**src/rtl/dll_mag_seq.sv**
```systemverilog
// Early/late I^2+Q^2 sequencer feeding a shared sqrt unit through one multiplier.
// Optional watchdog enabled by defining DLL_MAG_TIMEOUT_EN (adds the timeout_err port).
module dll_mag_seq #(
  parameter int unsigned ACC_WIDTH      = 16,
  parameter int unsigned PWR_WIDTH      = 2 * ACC_WIDTH,
  parameter int unsigned MAG_WIDTH      = ACC_WIDTH,
  parameter int unsigned TIMEOUT_CYCLES = 64
) (
  input  logic                        clk,
  input  logic                        reset,
  input  logic                        start,
  input  logic signed [ACC_WIDTH-1:0] i_early,
  input  logic signed [ACC_WIDTH-1:0] q_early,
  input  logic signed [ACC_WIDTH-1:0] i_late,
  input  logic signed [ACC_WIDTH-1:0] q_late,
  output logic                        sqrt_input_ready,
  output logic [PWR_WIDTH-1:0]        sqrt_in,
  input  logic                        sqrt_in_use,
  input  logic                        sqrt_output_ready,
  input  logic [MAG_WIDTH-1:0]        sqrt_out,
  output logic [MAG_WIDTH-1:0]        mag_early,
  output logic [MAG_WIDTH-1:0]        mag_late,
  output logic                        done,
`ifdef DLL_MAG_TIMEOUT_EN
  output logic                        timeout_err,
`endif
  output logic                        busy
);

  localparam int unsigned PROD_WIDTH = 2 * ACC_WIDTH;

  typedef enum logic [3:0] {
    S_IDLE,
    S_SQ_IE,
    S_SQ_QE,
    S_SQ_IL,
    S_SQ_QL,
    S_REQ_E,
    S_WAIT_E,
    S_REQ_L,
    S_WAIT_L,
    S_DONE
  } state_t;

  state_t state_q;
  state_t state_d;

  logic signed [ACC_WIDTH-1:0] ie_q, qe_q, il_q, ql_q;
  logic signed [ACC_WIDTH-1:0] ie_d, qe_d, il_d, ql_d;
  logic [PWR_WIDTH-1:0]        pwr_e_q, pwr_l_q, pwr_e_d, pwr_l_d;
  logic [MAG_WIDTH-1:0]        hold_e_q, hold_l_q, hold_e_d, hold_l_d;

  logic                        sqrt_input_ready_d;
  logic [PWR_WIDTH-1:0]        sqrt_in_d;
  logic [MAG_WIDTH-1:0]        mag_early_d, mag_late_d;
  logic                        done_d;
  logic                        busy_d;

  logic                        sqrt_accept;
  logic                        tmo_hit;
  logic [ACC_WIDTH-1:0]        sq_op;
  logic [PROD_WIDTH-1:0]       sq_ext;
  logic [PROD_WIDTH-1:0]       sq_prod;

  // Handshake completes on the cycle the request is up and the sqrt unit is free.
  assign sqrt_accept = sqrt_input_ready & ~sqrt_in_use;

  // Shared squarer: the sign-extended operand squared modulo 2^PROD_WIDTH is the exact square.
  always_comb begin
    sq_op = '0;
    case (state_q)
      S_SQ_IE: sq_op = ie_q;
      S_SQ_QE: sq_op = qe_q;
      S_SQ_IL: sq_op = il_q;
      S_SQ_QL: sq_op = ql_q;
      default: sq_op = '0;
    endcase
  end

  assign sq_ext  = {{ACC_WIDTH{sq_op[ACC_WIDTH-1]}}, sq_op};
  assign sq_prod = sq_ext * sq_ext;

`ifdef DLL_MAG_TIMEOUT_EN
  localparam int unsigned CNT_WIDTH = $clog2(TIMEOUT_CYCLES + 1);

  logic [CNT_WIDTH-1:0] tmo_cnt_q, tmo_cnt_d;
  logic                 timeout_err_d;
  logic                 in_req_wait;

  assign in_req_wait = (state_q == S_REQ_E) || (state_q == S_WAIT_E) ||
                       (state_q == S_REQ_L) || (state_q == S_WAIT_L);
  assign tmo_hit     = in_req_wait && (tmo_cnt_q == CNT_WIDTH'(TIMEOUT_CYCLES - 1));

  // Watchdog restarts on entry to each request phase and runs through its wait.
  always_comb begin
    tmo_cnt_d     = tmo_cnt_q;
    timeout_err_d = timeout_err;
    if ((state_q == S_SQ_QL) || ((state_q == S_WAIT_E) && sqrt_output_ready)) begin
      tmo_cnt_d = '0;
    end else if (in_req_wait) begin
      tmo_cnt_d = tmo_cnt_q + CNT_WIDTH'(1);
    end
    if ((state_q == S_IDLE) && start) begin
      timeout_err_d = 1'b0;
    end
    if (tmo_hit) begin
      timeout_err_d = 1'b1;
    end
  end

  always_ff @(posedge clk) begin
    if (reset) begin
      tmo_cnt_q   <= '0;
      timeout_err <= 1'b0;
    end else begin
      tmo_cnt_q   <= tmo_cnt_d;
      timeout_err <= timeout_err_d;
    end
  end
`else
  logic unused_timeout_cfg;

  assign unused_timeout_cfg = (TIMEOUT_CYCLES == 0);
  assign tmo_hit            = 1'b0;
`endif

  // State register.
  always_ff @(posedge clk) begin
    if (reset) begin
      state_q <= S_IDLE;
    end else begin
      state_q <= state_d;
    end
  end

  // Next-state logic.
  always_comb begin
    state_d = state_q;
    case (state_q)
      S_IDLE:   if (start) state_d = S_SQ_IE;
      S_SQ_IE:  state_d = S_SQ_QE;
      S_SQ_QE:  state_d = S_SQ_IL;
      S_SQ_IL:  state_d = S_SQ_QL;
      S_SQ_QL:  state_d = S_REQ_E;
      S_REQ_E:  if (sqrt_accept) state_d = S_WAIT_E;
      S_WAIT_E: if (sqrt_output_ready) state_d = S_REQ_L;
      S_REQ_L:  if (sqrt_accept) state_d = S_WAIT_L;
      S_WAIT_L: if (sqrt_output_ready) state_d = S_DONE;
      S_DONE:   state_d = S_IDLE;
      default:  state_d = S_IDLE;
    endcase
    if (tmo_hit) begin
      state_d = S_IDLE;
    end
  end

  // Output and datapath next values; every output is registered below.
  always_comb begin
    ie_d               = ie_q;
    qe_d               = qe_q;
    il_d               = il_q;
    ql_d               = ql_q;
    pwr_e_d            = pwr_e_q;
    pwr_l_d            = pwr_l_q;
    hold_e_d           = hold_e_q;
    hold_l_d           = hold_l_q;
    sqrt_input_ready_d = sqrt_input_ready;
    sqrt_in_d          = sqrt_in;
    mag_early_d        = mag_early;
    mag_late_d         = mag_late;
    done_d             = 1'b0;
    busy_d             = busy;

    case (state_q)
      S_IDLE: begin
        if (start) begin
          ie_d   = i_early;
          qe_d   = q_early;
          il_d   = i_late;
          ql_d   = q_late;
          busy_d = 1'b1;
        end
      end
      S_SQ_IE: pwr_e_d = PWR_WIDTH'(sq_prod);
      S_SQ_QE: pwr_e_d = pwr_e_q + PWR_WIDTH'(sq_prod);
      S_SQ_IL: pwr_l_d = PWR_WIDTH'(sq_prod);
      S_SQ_QL: begin
        pwr_l_d            = pwr_l_q + PWR_WIDTH'(sq_prod);
        sqrt_input_ready_d = 1'b1;
        sqrt_in_d          = pwr_e_q;
      end
      S_REQ_E, S_REQ_L: begin
        if (sqrt_accept) begin
          sqrt_input_ready_d = 1'b0;
        end
      end
      S_WAIT_E: begin
        if (sqrt_output_ready) begin
          hold_e_d           = sqrt_out;
          sqrt_input_ready_d = 1'b1;
          sqrt_in_d          = pwr_l_q;
        end
      end
      S_WAIT_L: begin
        if (sqrt_output_ready) begin
          hold_l_d = sqrt_out;
        end
      end
      S_DONE: begin
        mag_early_d = hold_e_q;
        mag_late_d  = hold_l_q;
        done_d      = 1'b1;
        busy_d      = 1'b0;
      end
      default: begin
        busy_d = 1'b0;
      end
    endcase

    // Watchdog abort reports zero magnitudes with a done pulse.
    if (tmo_hit) begin
      sqrt_input_ready_d = 1'b0;
      mag_early_d        = '0;
      mag_late_d         = '0;
      done_d             = 1'b1;
      busy_d             = 1'b0;
    end
  end

  always_ff @(posedge clk) begin
    if (reset) begin
      ie_q             <= '0;
      qe_q             <= '0;
      il_q             <= '0;
      ql_q             <= '0;
      pwr_e_q          <= '0;
      pwr_l_q          <= '0;
      hold_e_q         <= '0;
      hold_l_q         <= '0;
      sqrt_input_ready <= 1'b0;
      sqrt_in          <= '0;
      mag_early        <= '0;
      mag_late         <= '0;
      done             <= 1'b0;
      busy             <= 1'b0;
    end else begin
      ie_q             <= ie_d;
      qe_q             <= qe_d;
      il_q             <= il_d;
      ql_q             <= ql_d;
      pwr_e_q          <= pwr_e_d;
      pwr_l_q          <= pwr_l_d;
      hold_e_q         <= hold_e_d;
      hold_l_q         <= hold_l_d;
      sqrt_input_ready <= sqrt_input_ready_d;
      sqrt_in          <= sqrt_in_d;
      mag_early        <= mag_early_d;
      mag_late         <= mag_late_d;
      done             <= done_d;
      busy             <= busy_d;
    end
  end

endmodule

```
**config.mk**
```make
export PLATFORM = sky130hd
export DESIGN_NAME = dll_mag_seq
export DESIGN_NICKNAME = d
export VERILOG_FILES = /design/src/rtl/dll_mag_seq.sv
export SDC_FILE = /design/constraint.sdc
export NUM_CORES = 1
export LEC_CHECK = 0
export ABC_AREA = 1
export CAP_MARGIN = 20
export CORE_MARGIN = 2
export CORE_UTILIZATION = 25
export DETAILED_ROUTE_END_ITERATION = 10
export PLACE_DENSITY = 0.49
export SETUP_SLACK_MARGIN = 0.2
export SYNTH_ARGS = -nofsm -noshare
export SYNTH_HDL_FRONTEND = slang
export SYNTH_SLANG_ARGS = --single-unit
```
**constraint.sdc**
```tcl
create_clock -name clk -period 9 [get_ports clk]
set_clock_uncertainty 0.2 [all_clocks]
set_input_delay 1.8 -clock clk [delete_from_list [all_inputs] [get_ports clk]]
set_output_delay 1.8 -clock clk [all_outputs]
set_load 0.005 [all_outputs]
```
==> results of run 1 <==
==> what timing repair did <==
| action | in CTS | in global routing |
|---|---|---|
| setup buffers | 5 | 9 |
| resized for setup | 8 | 76 |
| pin swaps | 2 | 6 |
| hold buffers | 0 | 0 |
| endpoints found under the setup margin | 25 | 33 |
==> critical path: cells and delay by family (launching register included) <==
kind / cells / cell delay, ns
simple gates: 22 / 2.92
fa+ha+maj: 8 / 3.83
flops: 1 / 0.37
buf+inv: 7 / 0.75
compound gates: 1 / 0.20
==> placed cells by master, fill, tap and decap left out, types with 29 or more instances in the layout <==
master                            netlist  routed
sky130_fd_sc_hd__dfxtp_1              231     228
sky130_fd_sc_hd__ha_1                 150     141
sky130_fd_sc_hd__clkdlybuf4s50_1        0     150
sky130_fd_sc_hd__nand4_1               31      31
sky130_fd_sc_hd__a21oi_1              215     205
sky130_fd_sc_hd__fa_1                 236     235
sky130_fd_sc_hd__nand2_1              701     694
sky130_fd_sc_hd__nand3_1              155     153
sky130_fd_sc_hd__clkbuf_16              0      29
sky130_fd_sc_hd__a31oi_1               46      46
sky130_fd_sc_hd__nor2_1               335     320
sky130_fd_sc_hd__inv_1                612     611
sky130_fd_sc_hd__o21ai_0              217     214
sky130_fd_sc_hd__buf_4                  9      81
==> routing by layer <==
metal	track usage	vias up	wire length (um)
met4	0.03773	0	2079
met1	0.2360	10110	37400
met3	0.02488	106	4616
met5	0	-	0
li1	-	10550	-
met2	0.2937	586	37960
==> sequential cells by signal, summed over array words and instances (netlist names), 4 cells and up <==
register	count
ie_q	16
mag_late	16
ql_q	16
hold_l_q	16
state_q	4
hold_e_q	16
pwr_l_q	32
mag_early	16
il_q	16
pwr_e_q	32
sqrt_in	32
qe_q	16
==> power breakdown <==
| part | switching [mW] | leakage [nW] | internal (mW) |
|---|---|---|---|
| clock | 0.536 | 0.541 | 0.873 |
| sequential | 0.209 | 1.88 | 1.27 |
| combinational | 2.92 | 10.6 | 1.53 |
| total | 3.66 | 13.0 | 3.67 |
==> area by class of cell <==
| type | instances | area (um^2) |
|---|---|---|
| clock inverters | 22 | 385.4 |
| clock buffers | 32 | 757.0 |
| inverters | 636 | 2424 |
| well taps | 1186 | 1484 |
| fillers | 10020 | 63620 |
| repair buffers | 239 | 2245 |
| multi-input cells | 2284 | 15700 |
| flip-flops and latches | 231 | 4631 |
==> worst min path at each step <==
stage / endpoint / slack [ns] / depth (start not counted)
2_1_floorplan: il_q[0]$_SDFFE_PP0P_ / 0.22 / 2
3_3_place_gp: ie_q[11]$_SDFFE_PP0P_ / 0.23 / 2
3_5_place_dp: ie_q[12]$_SDFFE_PP0P_ / 0.24 / 2
4_1_cts: ie_q[12]$_SDFFE_PP0P_ / 0.25 / 2
5_1_grt: ql_q[3]$_SDFFE_PP0P_ / 0.26 / 2
6_report: ie_q[12]$_SDFFE_PP0P_ / 0.24 / 2
==> kinds of logic after synthesis <==
group           share of synthesized area
fa+ha+maj                          0.2879
xor+xnor                         0.009549
buf+inv                            0.1251
compound gates                     0.1333
flops                              0.2017
simple gates                       0.2426
==> metrics by stage <==
stage          utilization  TNS [ns]
2_1_floorplan            -         0
3_3_place_gp        0.2852   -0.8360
3_5_place_dp        0.2855   -0.6405
4_1_cts             0.2988         0
5_1_grt             0.3027         0
6_report            0.3027         0
==> flow_metrics.tcl, run 1 <==
set metrics [dict create \
    io-pin-count 152 \
    ys_seq_area_frac 0.2017 \
    yosys.area.top_type_share 0.2060 \
    grt_first_pass_wirelength_um 127100 \
    gr-usage-all-layers 0.1743 \
    crit_path_top_delay_cell "sky130_fd_sc_hd__fa_1" \
    wl_um 82060 \
    postSynthCellCount 3251 \
    synth-seq-cells 231 \
    rd_place_congestion 0.9210 \
    finalMaxSlewViolations 0 \
    synth_async_sr_flop_share 0 \
    fin_area_mm2 0.02762 \
    rsz_0062_raised_after_global_routing "false" \
    ys_types 52 \
    setup_violations 0 \
    post_route_cells_drive_above_1_share 0.07956 \
    final_critical_path_setup_slack_ns 0.6006 \
    min_delay_worst_type "flip-flop to flip-flop" \
    synth.largest_area_cell "sky130_fd_sc_hd__fa_1" \
    fmax_mhz 119.1 \
    remaining_drc_errors 0 \
    grt_pass1_vias 21440 \
    remaining_max_slew_budget_at_the_tightest_pin 0.3057 \
    timing.final.crit_period_ns 8.399 \
    final_min_period_over_clock_period 0.9333 \
    syn-num-nets 3722 \
    power_density_mw_per_mm2 265.7 \
    cpPeakStageDelay_ns 0.58 \
    detailroute.via_count 21350 \
    fin_total_pwr_mw 7.339 \
    r2r-end "pwr_e_q[23]$_SDFFE_PP0P_" \
    synth_area_leaders "sky130_fd_sc_hd__fa_1, sky130_fd_sc_hd__dfxtp_1, sky130_fd_sc_hd__nand2_1, sky130_fd_sc_hd__inv_1, sky130_fd_sc_hd__ha_1" \
    synth_edf_count 0 \
    timing.hold.worst.start "ie_q[12]$_SDFFE_PP0P_" \
    die_area_mm2 0.09416 \
    post_synth.cell_area_avg_um2 7.053 \
    antenna_found_initial 1 \
    clkSinkCount 231 \
    post-dp-hpwl_um 66380 \
    detail_route.iter0.violations 1370 \
    nNetsFinal 3892 \
    final_antenna_net_count 0 \
    worst_r2r_startpoint "state_q[3]$_SDFFE_PP0P_" \
    startpoint_type "flip-flop" \
    yosys_warnings 0 \
    start_util 0.2513 \
    finalNonFillerCells 4630 \
    numCtsBuffers 29 \
    leakagePower_nw 13.01 \
    clk_transition_reported_paths_ns 0.06 \
    cp_common_cell "sky130_fd_sc_hd__nand2_1" \
    setup.worst_path.class "flip-flop to flip-flop" \
    chipWidth_um 306.9 \
    core_region_area_mm2 0.09125 \
    insertion_delay_ns 0.63 \
    worst_setup_path_endpoint "pwr_e_q[23]$_SDFFE_PP0P_" \
    gr-total-overflow 0 \
    root_cell_of_the_clock_tree "sky130_fd_sc_hd__clkbuf_16" \
    run_status "complete, no violations" \
    r2r.worst_path.cells 38 \
    crit_required_ns 9.33 \
    final.hold.worst_slack_ns 0.2445 \
    die_h_um 306.9 \
    synth_ff_type "sky130_fd_sc_hd__dfxtp_1" \
    grt_start_max_net_pins 142 \
    tritoncts "done" \
    tightestPinTransition_ns 1.041 \
    route.detailed.vias_per_inst 4.611 \
    drtPass1Iterations 7 \
    synth_most_common_cell "sky130_fd_sc_hd__nand2_1" \
    core_rows 111 \
    pre_cts_slack_ns -0.1349 \
    cell_count_after_placement 4562 \
    max-vdd-ir-drop_mv 0.1556 \
    hold_violations 0 \
    timing.critical_path.fanout_max 10 \
    place.port_buffers 151 \
    syn-cell-area_mm2 0.02293 \
    critPathArrivalTime_ns 8.73 \
    max_cap_viols 0 \
    area_delta_synth_final_pct 20.47 \
    postPlaceCellArea_mm2 0.02605 \
    diodes 0 \
    clockBufferDepth 3 \
    routedWlPerCell_um 17.72 \
    synth.cells.most_frequent "sky130_fd_sc_hd__nand2_1, sky130_fd_sc_hd__inv_1, sky130_fd_sc_hd__nor2_1" \
    critPathCaptureType "flip-flop" \
    regToRegSetupSlack_ns 0.60 \
    h_tree_levels 1 \
    crit_path_start "state_q[3]$_SDFFE_PP0P_" \
]
No activity file was read; power rests on OpenSTA's default activity.
==> run 2, diff against run 1 <==
--- a/config.mk
+++ b/config.mk
@@ -12,6 +12,7 @@
 export DETAILED_ROUTE_END_ITERATION = 10
 export PLACE_DENSITY = 0.49
 export SETUP_SLACK_MARGIN = 0.2
+export SKIP_CTS_REPAIR_TIMING = 1
 export SYNTH_ARGS = -nofsm -noshare
 export SYNTH_HDL_FRONTEND = slang
 export SYNTH_SLANG_ARGS = --single-unit
==> run 2 against run 1 <==
  * Critical path depth stayed put
  * Maximum frequency is 0.94% lower
  * Register-to-register slack worse by 0.08 ns
  * Clock power hardly changed
  * Critical endpoint is now pwr_e_q[29]$_SDFFE_PP0P_
==> flow_metrics.tcl, run 2 (synthesized netlist as in run 1, its figures left out) <==
set metrics [dict create \
    detail_route.iter0.violations 1289 \
    routedWlPerCell_um 17.69 \
    critPathCaptureType "flip-flop" \
    diodes 0 \
    switching_share 0.4990 \
    post_route_cells_drive_above_1_share 0.07762 \
    critPathArrivalTime_ns 8.76 \
    setup.worst_path.class "flip-flop to flip-flop" \
    die_h_um 306.9 \
    drtPass1Iterations 6 \
    run_status "complete, no violations" \
    area_delta_synth_final_pct 20.38 \
    wl_um 81840 \
    clockBufferDepth 3 \
    postPlaceCellArea_mm2 0.02605 \
    timing.final.crit_period_ns 8.479 \
    sequentialPowerShare 0.202 \
    hold_violations 0 \
    post-dp-hpwl_um 66380 \
    min_delay_worst_type "flip-flop to flip-flop" \
    finalMaxSlewViolations 0 \
    reg.largest.list "pwr_e_q x32, pwr_l_q x32, sqrt_in x32" \
    internal_power_of_the_cells_mw 3.671 \
    grt_pass1_vias 21420 \
    place.port_buffers 151 \
    tightestPinTransition_ns 1.008 \
    final_critical_path_setup_slack_ns 0.5209 \
    core_region_area_mm2 0.09125 \
    net-switching-power_mw 3.657 \
    setup_violations 0 \
    tritoncts "done" \
    h_tree_levels 1 \
    die_area_mm2 0.09416 \
    insertion_delay_ns 0.62 \
    final_min_period_over_clock_period 0.9421 \
    gr-usage-all-layers 0.1738 \
    numCtsBuffers 29 \
    fin_area_mm2 0.02760 \
    core_rows 111 \
    rd_place_congestion 0.9210 \
    power_frac_clock 0.192 \
    detailroute.via_count 21310 \
    crit_path_top_delay_cell "sky130_fd_sc_hd__fa_1" \
    grt_first_pass_wirelength_um 126800 \
    root_cell_of_the_clock_tree "sky130_fd_sc_hd__clkbuf_16" \
    filler_cell_count 10020 \
    crit_required_ns 9.28 \
    remaining_drc_errors 0 \
    clk_transition_reported_paths_ns 0.07 \
    chipWidth_um 306.9 \
    gr-total-overflow 0 \
    final_antenna_net_count 0 \
    most-common-layout-cells "sky130_fd_sc_hd__nand2_1, sky130_fd_sc_hd__inv_1, sky130_fd_sc_hd__nor2_1, sky130_fd_sc_hd__fa_1, sky130_fd_sc_hd__dfxtp_1" \
    route.detailed.vias_per_inst 4.606 \
    max-vdd-ir-drop_mv 0.1554 \
    comb_power_share 0.606 \
    start_util 0.2513 \
    power_density_mw_per_mm2 265.5 \
    cp_common_cell "sky130_fd_sc_hd__nand2_1" \
    pre_cts_slack_ns -0.1349 \
    clkSinkCount 231 \
    layout.cells.most_common "sky130_fd_sc_hd__nand2_1" \
    nNetsFinal 3888 \
    rsz_0062_raised_after_global_routing "false" \
    leakagePower_nw 12.99 \
    cpPeakStageDelay_ns 0.58 \
    max_cap_viols 0 \
    io-pin-count 152 \
    startpoint_type "flip-flop" \
    timing.critical_path.fanout_max 10 \
    fmax_mhz 117.9 \
    antenna_found_initial 1 \
    grt_start_max_net_pins 142 \
    remaining_max_slew_budget_at_the_tightest_pin 0.3282 \
]
[run 2: cell types whose count changed in the layout (fill, tap and decap cells not counted), sizes merged]
cell / change
buf: -4
[run 2: cell type report]
cell class | count | area, um^2 | share of cell area
tap | 1186 | 1484 | 0.05376
inverter | 636 | 2426 | 0.08789
clock inverter | 22 | 385.4 | 0.01396
multi-input combinational | 2284 | 15710 | 0.5691
timing repair buffer | 235 | 2211 | 0.08010
sequential | 231 | 4631 | 0.1678
clock buffer | 32 | 757.0 | 0.02742
[run 2: power groups by stage]
stage,Combinational (mW),Sequential [mW],Clock (mW)
2_1_floorplan,2.64,1.40,0
3_3_place_gp,4.26,1.49,0
3_5_place_dp,4.25,1.49,0
4_1_cts,4.27,1.47,1.44
5_1_grt,4.90,1.50,1.48
6_report,4.44,1.48,1.41
[run 2: worst paths after layout]
kind,start,to,slack (ns),cells after the start
max reg2reg,state_q[3]$_SDFFE_PP0P_,pwr_e_q[29]$_SDFFE_PP0P_,0.52,38
min reg2reg,ie_q[12]$_SDFFE_PP0P_,ie_q[12]$_SDFFE_PP0P_,0.24,2
max,state_q[3]$_SDFFE_PP0P_,pwr_e_q[29]$_SDFFE_PP0P_,0.52,38
min,ie_q[12]$_SDFFE_PP0P_,ie_q[12]$_SDFFE_PP0P_,0.24,2
[run 2: critical path: cells and delay by family (launching register included)]
family | cells | cell delay, ns
compound gates | 2 | 0.49
buf+inv | 7 | 0.66
flops | 1 | 0.37
fa+ha+maj | 8 | 3.89
simple gates | 21 | 2.70
[run 2: routing by layer]
| metal | vias to the layer above | global-route usage | share of wire |
|---|---|---|---|
| li1 | 10530 | - | - |
| met1 | 10140 | 0.2351 | 0.45 |
| met2 | 559 | 0.2942 | 0.47 |
| met3 | 85 | 0.02426 | 0.056 |
| met4 | 0 | 0.03602 | 0.024 |
| met5 | - | 0 | 0 |
[run 2: stage by stage]
step	power [mW]	TNS, ns	hold WS (ns)	util	instances
5_1_grt	7.886	0	0.2586	0.3025	4626
2_1_floorplan	4.047	0	0.2237	-	3251
6_report	7.329	0	0.2430	0.3025	4626
4_1_cts	7.188	-1.025	0.2481	0.2980	4616
3_3_place_gp	5.748	-0.8360	0.2329	0.2852	4561
3_5_place_dp	5.741	-0.6405	0.2387	0.2855	4562
==> run 3, diff against run 2 <==
--- a/config.mk
+++ b/config.mk
@@ -10,6 +10,7 @@
 export CORE_MARGIN = 2
 export CORE_UTILIZATION = 25
 export DETAILED_ROUTE_END_ITERATION = 10
+export GPL_ROUTABILITY_DRIVEN = 1
 export PLACE_DENSITY = 0.49
 export SETUP_SLACK_MARGIN = 0.2
 export SKIP_CTS_REPAIR_TIMING = 1
==> results of run 3 <==
No change in the layout: final DEF, timing and power equal those of run 2.
